<file path="src/rtl/legv8_pkg.sv">
// Shared LEGv8 constants for the write-back path: datapath width, register address width,
// and the zero-register index.
package legv8_pkg;

  localparam int unsigned WORD       = 64;
  localparam int unsigned REG_ADDR_W = 5;
  localparam logic [REG_ADDR_W-1:0] XZR = 5'd31;

endpackage

</file>
<file path="src/rtl/wb_fifo.sv">
// Pending-write storage for wb_buffer. It holds a circular array of {reg, data} entries with
// read/write pointers and an occupancy count, and exposes the whole array for forwarding lookup.
module wb_fifo
  import legv8_pkg::REG_ADDR_W;
#(
  parameter int unsigned WORD  = 64,
  parameter int unsigned DEPTH = 4
) (
  input  logic                                clk,
  input  logic                                rst,
  input  logic                                push,
  input  logic                                pop,
  input  logic [REG_ADDR_W-1:0]               push_reg,
  input  logic [WORD-1:0]                     push_data,
  output logic [$clog2(DEPTH):0]              count,
  output logic                                full,
  output logic [$clog2(DEPTH)-1:0]            rd_ptr,
  output logic [DEPTH-1:0][REG_ADDR_W-1:0]    mem_reg,
  output logic [DEPTH-1:0][WORD-1:0]          mem_data
);

  localparam int unsigned PW = $clog2(DEPTH);
  localparam int unsigned CW = PW + 1;

  logic [PW-1:0] wr_ptr_q, wr_ptr_d;
  logic [PW-1:0] rd_ptr_q, rd_ptr_d;
  logic [CW-1:0] count_q, count_d;

  logic [DEPTH-1:0][REG_ADDR_W-1:0] reg_q;
  logic [DEPTH-1:0][WORD-1:0]       data_q;

  // DEPTH is a power of two, so pointers wrap by plain overflow.
  always_comb begin
    wr_ptr_d = wr_ptr_q;
    rd_ptr_d = rd_ptr_q;
    count_d  = count_q;
    if (push) wr_ptr_d = wr_ptr_q + PW'(1);
    if (pop)  rd_ptr_d = rd_ptr_q + PW'(1);
    unique case ({push, pop})
      2'b10:   count_d = count_q + CW'(1);
      2'b01:   count_d = count_q - CW'(1);
      default: count_d = count_q;
    endcase
  end

  always_ff @(posedge clk or posedge rst) begin
    if (rst) begin
      wr_ptr_q <= '0;
      rd_ptr_q <= '0;
      count_q  <= '0;
    end else begin
      wr_ptr_q <= wr_ptr_d;
      rd_ptr_q <= rd_ptr_d;
      count_q  <= count_d;
    end
  end

  // Storage is deliberately left out of reset; count_q alone decides which slots are live.
  always_ff @(posedge clk) begin
    if (push) begin
      reg_q[wr_ptr_q]  <= push_reg;
      data_q[wr_ptr_q] <= push_data;
    end
  end

  assign count    = count_q;
  assign full     = (count_q == CW'(DEPTH));
  assign rd_ptr   = rd_ptr_q;
  assign mem_reg  = reg_q;
  assign mem_data = data_q;

endmodule

</file>
<file path="src/rtl/wb_buffer.sv">
// Write-back buffer: queues register-file writes, issues them in order when the write port
// is free, and forwards the newest pending value to two read ports.
module wb_buffer
  import legv8_pkg::REG_ADDR_W;
  import legv8_pkg::XZR;
#(
  parameter int unsigned WORD  = legv8_pkg::WORD,
  parameter int unsigned DEPTH = 4
) (
  input  logic                     clk,
  input  logic                     rst,
  input  logic                     in_valid,
  output logic                     in_ready,
  input  logic [REG_ADDR_W-1:0]    in_reg,
  input  logic [WORD-1:0]          in_data,
  input  logic                     drain_en,
  output logic                     RegWrite,
  output logic [REG_ADDR_W-1:0]    w_reg,
  output logic [WORD-1:0]          w_data,
  input  logic [REG_ADDR_W-1:0]    q_reg1,
  input  logic [REG_ADDR_W-1:0]    q_reg2,
  output logic                     fwd_hit1,
  output logic                     fwd_hit2,
  output logic [WORD-1:0]          fwd_data1,
  output logic [WORD-1:0]          fwd_data2,
  output logic [$clog2(DEPTH):0]   count
);

  localparam int unsigned PW = $clog2(DEPTH);
  localparam int unsigned CW = PW + 1;

  logic [CW-1:0]                    count_w;
  logic                             full;
  logic [PW-1:0]                    rd_ptr;
  logic [DEPTH-1:0][REG_ADDR_W-1:0] mem_reg;
  logic [DEPTH-1:0][WORD-1:0]       mem_data;

  logic accept, enq, pop;

  // in_ready depends only on state, never on in_valid.
  assign in_ready = !full;
  assign accept   = in_valid && in_ready;
  assign enq      = accept && (in_reg != XZR);
  assign pop      = drain_en && (count_w != '0);

  wb_fifo #(
    .WORD  (WORD),
    .DEPTH (DEPTH)
  ) u_fifo (
    .clk       (clk),
    .rst       (rst),
    .push      (enq),
    .pop       (pop),
    .push_reg  (in_reg),
    .push_data (in_data),
    .count     (count_w),
    .full      (full),
    .rd_ptr    (rd_ptr),
    .mem_reg   (mem_reg),
    .mem_data  (mem_data)
  );

  logic                  regwrite_q, regwrite_d;
  logic [REG_ADDR_W-1:0] w_reg_q, w_reg_d;
  logic [WORD-1:0]       w_data_q, w_data_d;

  always_comb begin
    regwrite_d = pop;
    w_reg_d    = w_reg_q;
    w_data_d   = w_data_q;
    if (pop) begin
      w_reg_d  = mem_reg[rd_ptr];
      w_data_d = mem_data[rd_ptr];
    end
  end

  always_ff @(posedge clk or posedge rst) begin
    if (rst) begin
      regwrite_q <= 1'b0;
      w_reg_q    <= '0;
      w_data_q   <= '0;
    end else begin
      regwrite_q <= regwrite_d;
      w_reg_q    <= w_reg_d;
      w_data_q   <= w_data_d;
    end
  end

  assign RegWrite = regwrite_q;
  assign w_reg    = w_reg_q;
  assign w_data   = w_data_q;
  assign count    = count_w;

  logic [1:0][REG_ADDR_W-1:0] q_regs;
  assign q_regs = {q_reg2, q_reg1};

  // Scan port entry first, then queue oldest to newest so the newest queued match wins.
  for (genvar p = 0; p < 2; p++) begin : g_fwd
    logic            hit;
    logic [WORD-1:0] data;
    logic [PW-1:0]   idx;

    always_comb begin
      hit  = 1'b0;
      data = '0;
      idx  = '0;
      if (q_regs[p] != XZR) begin
        if (regwrite_q && (w_reg_q == q_regs[p])) begin
          hit  = 1'b1;
          data = w_data_q;
        end
        for (int unsigned i = 0; i < DEPTH; i++) begin
          idx = rd_ptr + PW'(i);
          if ((CW'(i) < count_w) && (mem_reg[idx] == q_regs[p])) begin
            hit  = 1'b1;
            data = mem_data[idx];
          end
        end
      end
    end
  end

  assign fwd_hit1  = g_fwd[0].hit;
  assign fwd_data1 = g_fwd[0].data;
  assign fwd_hit2  = g_fwd[1].hit;
  assign fwd_data2 = g_fwd[1].data;

endmodule

</file>
<file path="config.mk">
export PLATFORM = sky130hd
export DESIGN_NAME = wb_buffer
export DESIGN_NICKNAME = d
export VERILOG_FILES = /design/src/rtl/legv8_pkg.sv /design/src/rtl/wb_fifo.sv /design/src/rtl/wb_buffer.sv
export SDC_FILE = /design/constraint.sdc
export NUM_CORES = 1
export LEC_CHECK = 0
export ABC_AREA = 1
export BUFFER_PORTS_ARGS = -buffer_cell sky130_fd_sc_hd__buf_4
export CAP_MARGIN = 0
export CORE_MARGIN = 1
export CORE_UTILIZATION = 25
export DETAILED_ROUTE_END_ITERATION = 7
export GPL_ROUTABILITY_DRIVEN = 1
export GPL_TIMING_DRIVEN = 0
export PLACE_DENSITY = 0.4
export RECOVER_POWER = 25
export SLEW_MARGIN = 30
export SYNTH_ARGS = -nofsm -noshare
export SYNTH_HDL_FRONTEND = slang
export SYNTH_SLANG_ARGS = --single-unit
export TNS_END_PERCENT = 20
</file>
<file path="constraint.sdc">
create_clock -name clk -period 7.1 [get_ports clk]
set_input_delay 0.355 -clock clk [delete_from_list [all_inputs] [get_ports clk]]
set_output_delay 0.355 -clock clk [all_outputs]
set_load 0.03 [all_outputs]
</file>
==> results.md, run 1 <==
* Run status: finished, violations left
* Failing checks: capacitance limit, slew limit
* Crit Path Class: reg2out
* Leak Pwr at approximately 14 nW
* Slew Limit Fails at 34
* Period Utilization, post-route at between 70% and 80%
* Crit path setup slack, layout at between 2000 and 2500 ps
* Share of cells above drive strength 1 at about 11%
* Die height at between 300 and 400 um
* Final nets at around 4.5k
* Syn Area/Cell at 6.560 sq um
* Hold Path Cell Cnt at 3
* Max FO, Critical Path at 10
* CP required at a little under 7000 ps
* Vias in the first global route at about 27k
* Root Driver: clkbuf_16
* Final Util at between 30% and 40%
* Via count at ~29k
* Logic pwr share at between 60% and 70%
* Worst Hold End: u_fifo.rd_ptr[0]
* RSZ-0062 raised after global routing: false
* Sw frac at about 59%
* HP Start: drain_en
* First-pass GRT wire length at around 190000 um
* Cell Int Power at 6.985 mW
* Nature of the critical path startpoint: register
* Netlist Area Pre-Place at approximately 0.026 sq mm
* Final instance area at approximately 0.032 sq mm
* Fin crit period at 5086 ps
* Final HPWL DP at 106200 um
* Worst Tran Pin Value at between 2000 and 2500 ps
* Crit path DAT at roughly 4700 ps
* Area growth, synth to finish at 24.57%
* Endpoints failing setup at 0
* Clock Tree Buf Depth at 3
* Routing usage on met3 at under 10%
* GRT Util Overall at between 20% and 30%
* Clk_lat worst skew at ~640 ps
* Seq pwr share at about a fifth
* Met2 Track Usage GR at 40.19%
* Fin Hold WS at ~240 ps
* IO Pins at 287
* Routed vias/inst at roughly 5.0
* Post-synth top area share at 31.94%
* Max_cap viols at 1
* R2R Path End: u_fifo.count[2]
* Pre-CTS setup slack at 2795 ps
* Post-synthesis sequential area ratio at between 30% and 40%
* Initial antenna violation count at 8
* Largest cells by area after synthesis: edfxtp_1 (32%), nand2_1 (17%), o21ai_0 (11%)
* Die extent in x at between 300 and 400 um
* Grt ovf at 0
* Routed len/inst at about 24 um
* Switching power at about 9.9 mW
* Buffers added on ports at 285
* Hold Fails Final Rpt at 0
* Clock Skew at roughly 45 ps
* CP Capture Type: output pin
* Worst-path clk slew at 60 ps
* Die area at roughly 0.11 sq mm
* Post-DRT Antenna Nets at 0
* Yosys top cell by area: edfxtp_1
* First-pass DRT Iterations at 8
* Max reg flops at about 260
* Synth warnings at 0
* DRC viols at 0
* CTS Buf Count at 45
* Synth cell types at 33
* Number of gates resized after cts at 0
* Power per Cell Area at about 520 mW/mm^2
* Crit Reg-Reg Startpoint: u_fifo.count[0]
* H-tree depth at 2
* Starting Density at between 20% and 30%
* Syn Inst Count at a little under 4k
* R2R depth at 12
* Relative slew margins at -37.49%
* Syn Nets at approximately 4.0k
* Top achievable clock speed at a little under 200 MHz
* Core area at ~0.1 sq mm
* Seq cells post-synth at ~350
* Met1 Use GR at between 30% and 40%
* Final WL at approximately 140000 um
* Worst Hold Class: in2reg
* CTS tree: done
* GR peak layer: met2
* Largest net degree at the start of global routing at between 40 and 50
* VDD IR-drop max at ~0.21 mV
* Placed cell area at between 0.03 and 0.04 sq mm
* Clk network pwr share at between 10% and 20%
* # clock sinks at between 300 and 400
* Reg2Reg Setup Slack at 3600 ps
* DRT iter0 DRCs at 2929
* Site Rows at about 120
* GP Congestion at 0.9329
## cells by family after synthesis
kind of cell	share of synthesized area, %
adder cells (fa/ha/maj)	0.4339
AO/OA/AOI/OAI	14.62
XOR/XNOR	0.5738
AND/OR/NAND/NOR	34.46
buffers and inverters	10.54
flip-flops	39.36
## timing repair
action / CTS / global route
hold endpoints to repair: 309 / 0
hold buffers: 70 / 0
buffers inserted: 0 / 0
## routing by layer
metal	vias up	share of wire, %
li1	13714	-
met1	13718	45
met2	1168	44
met3	182	7.3
met4	2	3.7
met5	-	0.0095
## critical path, cell delays in order, from the launching register on
cell	delay [ps]
dfrtp_1	360
buf_4	160
inv_4	130
buf_4	230
buf_2	520
buf_2	540
buf_2	350
nand2_1	80
o21ai_0	110
nand2_1	80
o21ai_1	320
nand4_1	240
nand3_1	130
nand3_1	110
a21oi_1	430
buf_4	250
## power groups by stage
stage	Sequential, mW	Clock [mW]	Combinational (mW)
3_3_place_gp	3.32	0	11.0
2_1_floorplan	3.41	0	6.03
6_report	3.19	2.31	11.4
4_1_cts	3.19	2.37	11.2
5_1_grt	3.22	2.44	12.2
3_5_place_dp	3.22	0	11.2
## through the flow
step | total power [mW] | setup TNS (ps) | std cells
2_1_floorplan | 9.435 | 0 | 3956
3_3_place_gp | 14.28 | -302420 | 5609
3_5_place_dp | 14.38 | 0 | 5631
4_1_cts | 16.78 | 0 | 5783
5_1_grt | 17.86 | 0 | 5784
6_report | 16.87 | 0 | 5786
## cells in the final DEF, fill, tap and decap left out, drive strengths merged, types with 3 or more instances in the layout
| master | count |
|---|---|
| nand2 | 1158 |
| clkbuf | 246 |
| nand3 | 249 |
| or2 | 60 |
| dlygate4sd3 | 70 |
| bufinv | 3 |
| clkinvlp | 3 |
| inv | 360 |
| xor2 | 15 |
| buf | 416 |
| dfrtp | 77 |
| clkinv | 24 |
| nand4 | 131 |
| diode | 3 |
| ha | 9 |
| o22ai | 6 |
| a21oi | 137 |
| nor2 | 555 |
| o21ai | 610 |
| edfxtp | 276 |
## final cells by class
cell class,count,area [sq um]
fillers,11365,70000
flip-flops and latches,353,10210
clock inverters,28,257.7
clock buffers,54,1190
well taps,1368,1712
plain buffers,301,1381
repair buffers,377,3173
diodes,3,7.507
inverters,362,1363
multi-input cells,2940,13030
## how the worst max path moves through the flow
stage                                 endpoint  depth (start not counted)  slack [ps]        startpoint
after global routing              fwd_data2[2]                         15        1890  u_fifo.rd_ptr[0]
after global placement    u_fifo.mem_data[224]                          5       -1270   u_fifo.count[0]
final                             fwd_data2[2]                         15        2010  u_fifo.rd_ptr[0]
after CTS                         fwd_data2[2]                         15        2090  u_fifo.rd_ptr[0]
after detailed placement          fwd_data2[2]                         15        2800  u_fifo.rd_ptr[0]
after floorplan             u_fifo.mem_data[0]                          5        2180   u_fifo.count[0]
## cell usage after synthesis
master,number
a21boi_0,1
a21oi_1,137
buf_1,34
buf_2,112
buf_4,12
buf_6,8
clkbuf_1,135
clkinv_1,2
dfrtp_1,77
edfxtp_1,276
ha_1,9
inv_1,352
inv_2,7
inv_4,1
nand2_1,1156
nand2_2,2
nand3_1,248
nand3_2,1
nand3b_1,2
nand4_1,131
nor2_1,553
nor2_4,2
nor3_2,2
nor4_1,2
o211ai_1,1
o21ai_0,549
o21ai_1,60
o21ai_2,1
o22ai_1,6
or2_0,17
or2_1,43
xnor2_1,2
xor2_1,15
Note: power is estimated with default switching activity, not from simulation.
==> inputs of run 2 (changes only) <==
PLACE_DENSITY = 0.41   (was 0.4)
clock period = 4.1 ns   (was 7.1 ns; I/O delays follow)
==> results.md, run 2 (synthesized netlist as in run 1, its figures left out) <==
* Routed len/inst at about 24 um
* VDD IR-drop max at around 0.48 mV
* Final HPWL DP at 105400 um
* Worst Hold Class: in2reg
* Crit Path Class: reg2out
* Site Rows at 117
* Die height at between 300 and 400 um
* Max FO, Critical Path at 10
* Clk_lat worst skew at 640 ps
* DRC viols at 0
* GP Congestion at 0.9258
* Crit path DAT at approximately 3800 ps
* Setup Total Neg Slack at 0 ps
* Run status: completed
* GRT Util Overall at about a quarter
* Power per Cell Area at 902.5 mW/mm^2
* Final Util at roughly a third
* Die extent in x at about 320 um
* Max_cap viols at 0
* Critical path origin: u_fifo.rd_ptr[0]
* Routed vias/inst at 4.944
* Core area at approximately 0.10 sq mm
* First-pass DRT Iterations at 6
* Fin crit period at 4032 ps
* Final nets at around 4.5k
* Grt ovf at 0
* Relative slew margins at 28.64%
* Clock Tree Buf Depth at 3
* CTS tree: done
* Slew Limit Fails at 0
* CP required at 3890 ps
* # clock sinks at between 300 and 400
* Hold Fails Final Rpt at 0
* Share of cells above drive strength 1 at between 10% and 20%
* Fin Hold WS at approximately 100 ps
* Die area at 0.1051 sq mm
* Via count at between 20k and 30k
* Clock Skew at 52.43 ps
* Commonest non-fill, non-tap cells in the layout: nand2_1 (1156), nor2_1 (548), o21ai_0 (541)
* Period Utilization, post-route at slightly below 100%
* Endpoints failing setup at 0
* Buffers added on ports at around 290
* Post-DRT Antenna Nets at 0
* H-tree depth at 2
* Largest net degree at the start of global routing at 42
* Area growth, synth to finish at 27.01%
* First-pass GRT wire length at a little under 200000 um
* Nature of the critical path startpoint: register
* Root Driver: clkbuf_16
* Most common cell after layout, fill and taps aside: nand2_1
* Worst Tran Pin Value at roughly 1100 ps
* Initial antenna violation count at 5
* Crit Reg-Reg Startpoint: u_fifo.count[0]
* Leak Pwr at 14.62 nW
* Slowest stage delay, CP at roughly 350 ps
* CP most frequent cell: nand2_1
* Worst-path clk slew at 50 ps
* Critical path's slowest cell: dfrtp_1
* Top achievable clock speed at about 250 MHz
* Final WL at approximately 140000 um
* Vias in the first global route at about 27k
* Starting Density at about 25%
* CP Capture Type: output pin
* Reg2Reg Setup Slack at 580 ps
* RSZ-0062 raised after global routing: true
* FILL cells at 11.22k
* DRT iter0 DRCs at ~3.2k
* Worst-path cell chain: buf_4 > inv_4 > buf_6 > nand2_1 > nand2_1 > nand2_1 > nand2_1 > nor2_1 > nor2_1 > buf_6 > buf_2 > nand4_1 > nand3_1 > nand2_1 > a21oi_2 > buf_4
* HP Start: drain_en
* CTS Buf Count at between 40 and 50
* Max reg flops at ~260
* IO Pins at ~290
## run 2: changes by cell type in the layout (fill, tap and decap cells not counted), sizes merged
cell	before	now
clkbuf	246	277
inv	360	362
buf	416	396
clkinv	24	19
clkinvlp	3	4
## run 2: worst paths after layout
check,endpoint,cells past startpoint
max reg2reg,u_fifo.count[2],12
min,u_fifo.rd_ptr[0],3
max in group asynchronous,w_data[26],4
min reg2reg,u_fifo.count[1],2
min in group asynchronous,u_fifo.wr_ptr_q[0],3
max,fwd_data2[42],16
## run 2: through the flow
stage / setup slack (ps) / cell area [sq um] / power [mW] / std cells
6_report: 68.07 / 32960 / 29.75 / 5795
5_1_grt: -77.52 / 32950 / 31.38 / 5792
3_5_place_dp: -108.0 / 30420 / 24.90 / 5631
3_3_place_gp: -4145 / 29800 / 24.68 / 5609
4_1_cts: 2.908 / 32900 / 29.35 / 5791
2_1_floorplan: -817.9 / 25950 / 16.34 / 3956
## run 2: cell type report
class	count	area, sq um	area share (%)
well taps	1368	1712	5.193
multi-input cells	2940	13330	40.43
diodes	3	7.507	0.02278
plain buffers	301	1594	4.836
clock buffers	59	1261	3.826
clock inverters	26	211.5	0.6415
flip-flops and latches	353	10210	30.99
repair buffers	383	3269	9.919
inverters	362	1366	4.145
## run 2: timing repair
| action | 4_1_cts | 5_1_grt |
|---|---|---|
| cloned | 0 | 0 |
| hold buffers | 70 | 0 |
| pin swaps | 2 | 4 |
| endpoints found under the setup margin | 130 | 122 |
| endpoints found under the hold margin | 353 | 0 |
| setup buffers | 5 | 1 |
| resized for setup | 92 | 107 |
## run 2: routing by layer
metal	share of wire, %	vias up	track usage [%]
li1	-	13730	-
met1	44	13555	34.64
met2	45	1187	40.63
met3	7.1	179	4.103
met4	3.5	0	8.595
met5	0	-	0
## run 2: critical path: cells and delay by family, from the launching register on
kind            cells  cell delay (ps)
compound gates      1              310
buf+inv             6             1330
flops               1              350
simple gates        9             1170
## run 2: power by group
| group | internal [mW] | switching [mW] | total (mW) | leakage (nW) |
|---|---|---|---|---|
| Clock | 2.35 | 1.70 | 4.05 | 0.715 |
| Combinational | 5.37 | 14.8 | 20.2 | 10.4 |
| Sequential | 4.81 | 0.713 | 5.52 | 3.49 |
| Total | 12.5 | 17.2 | 29.7 | 14.6 |
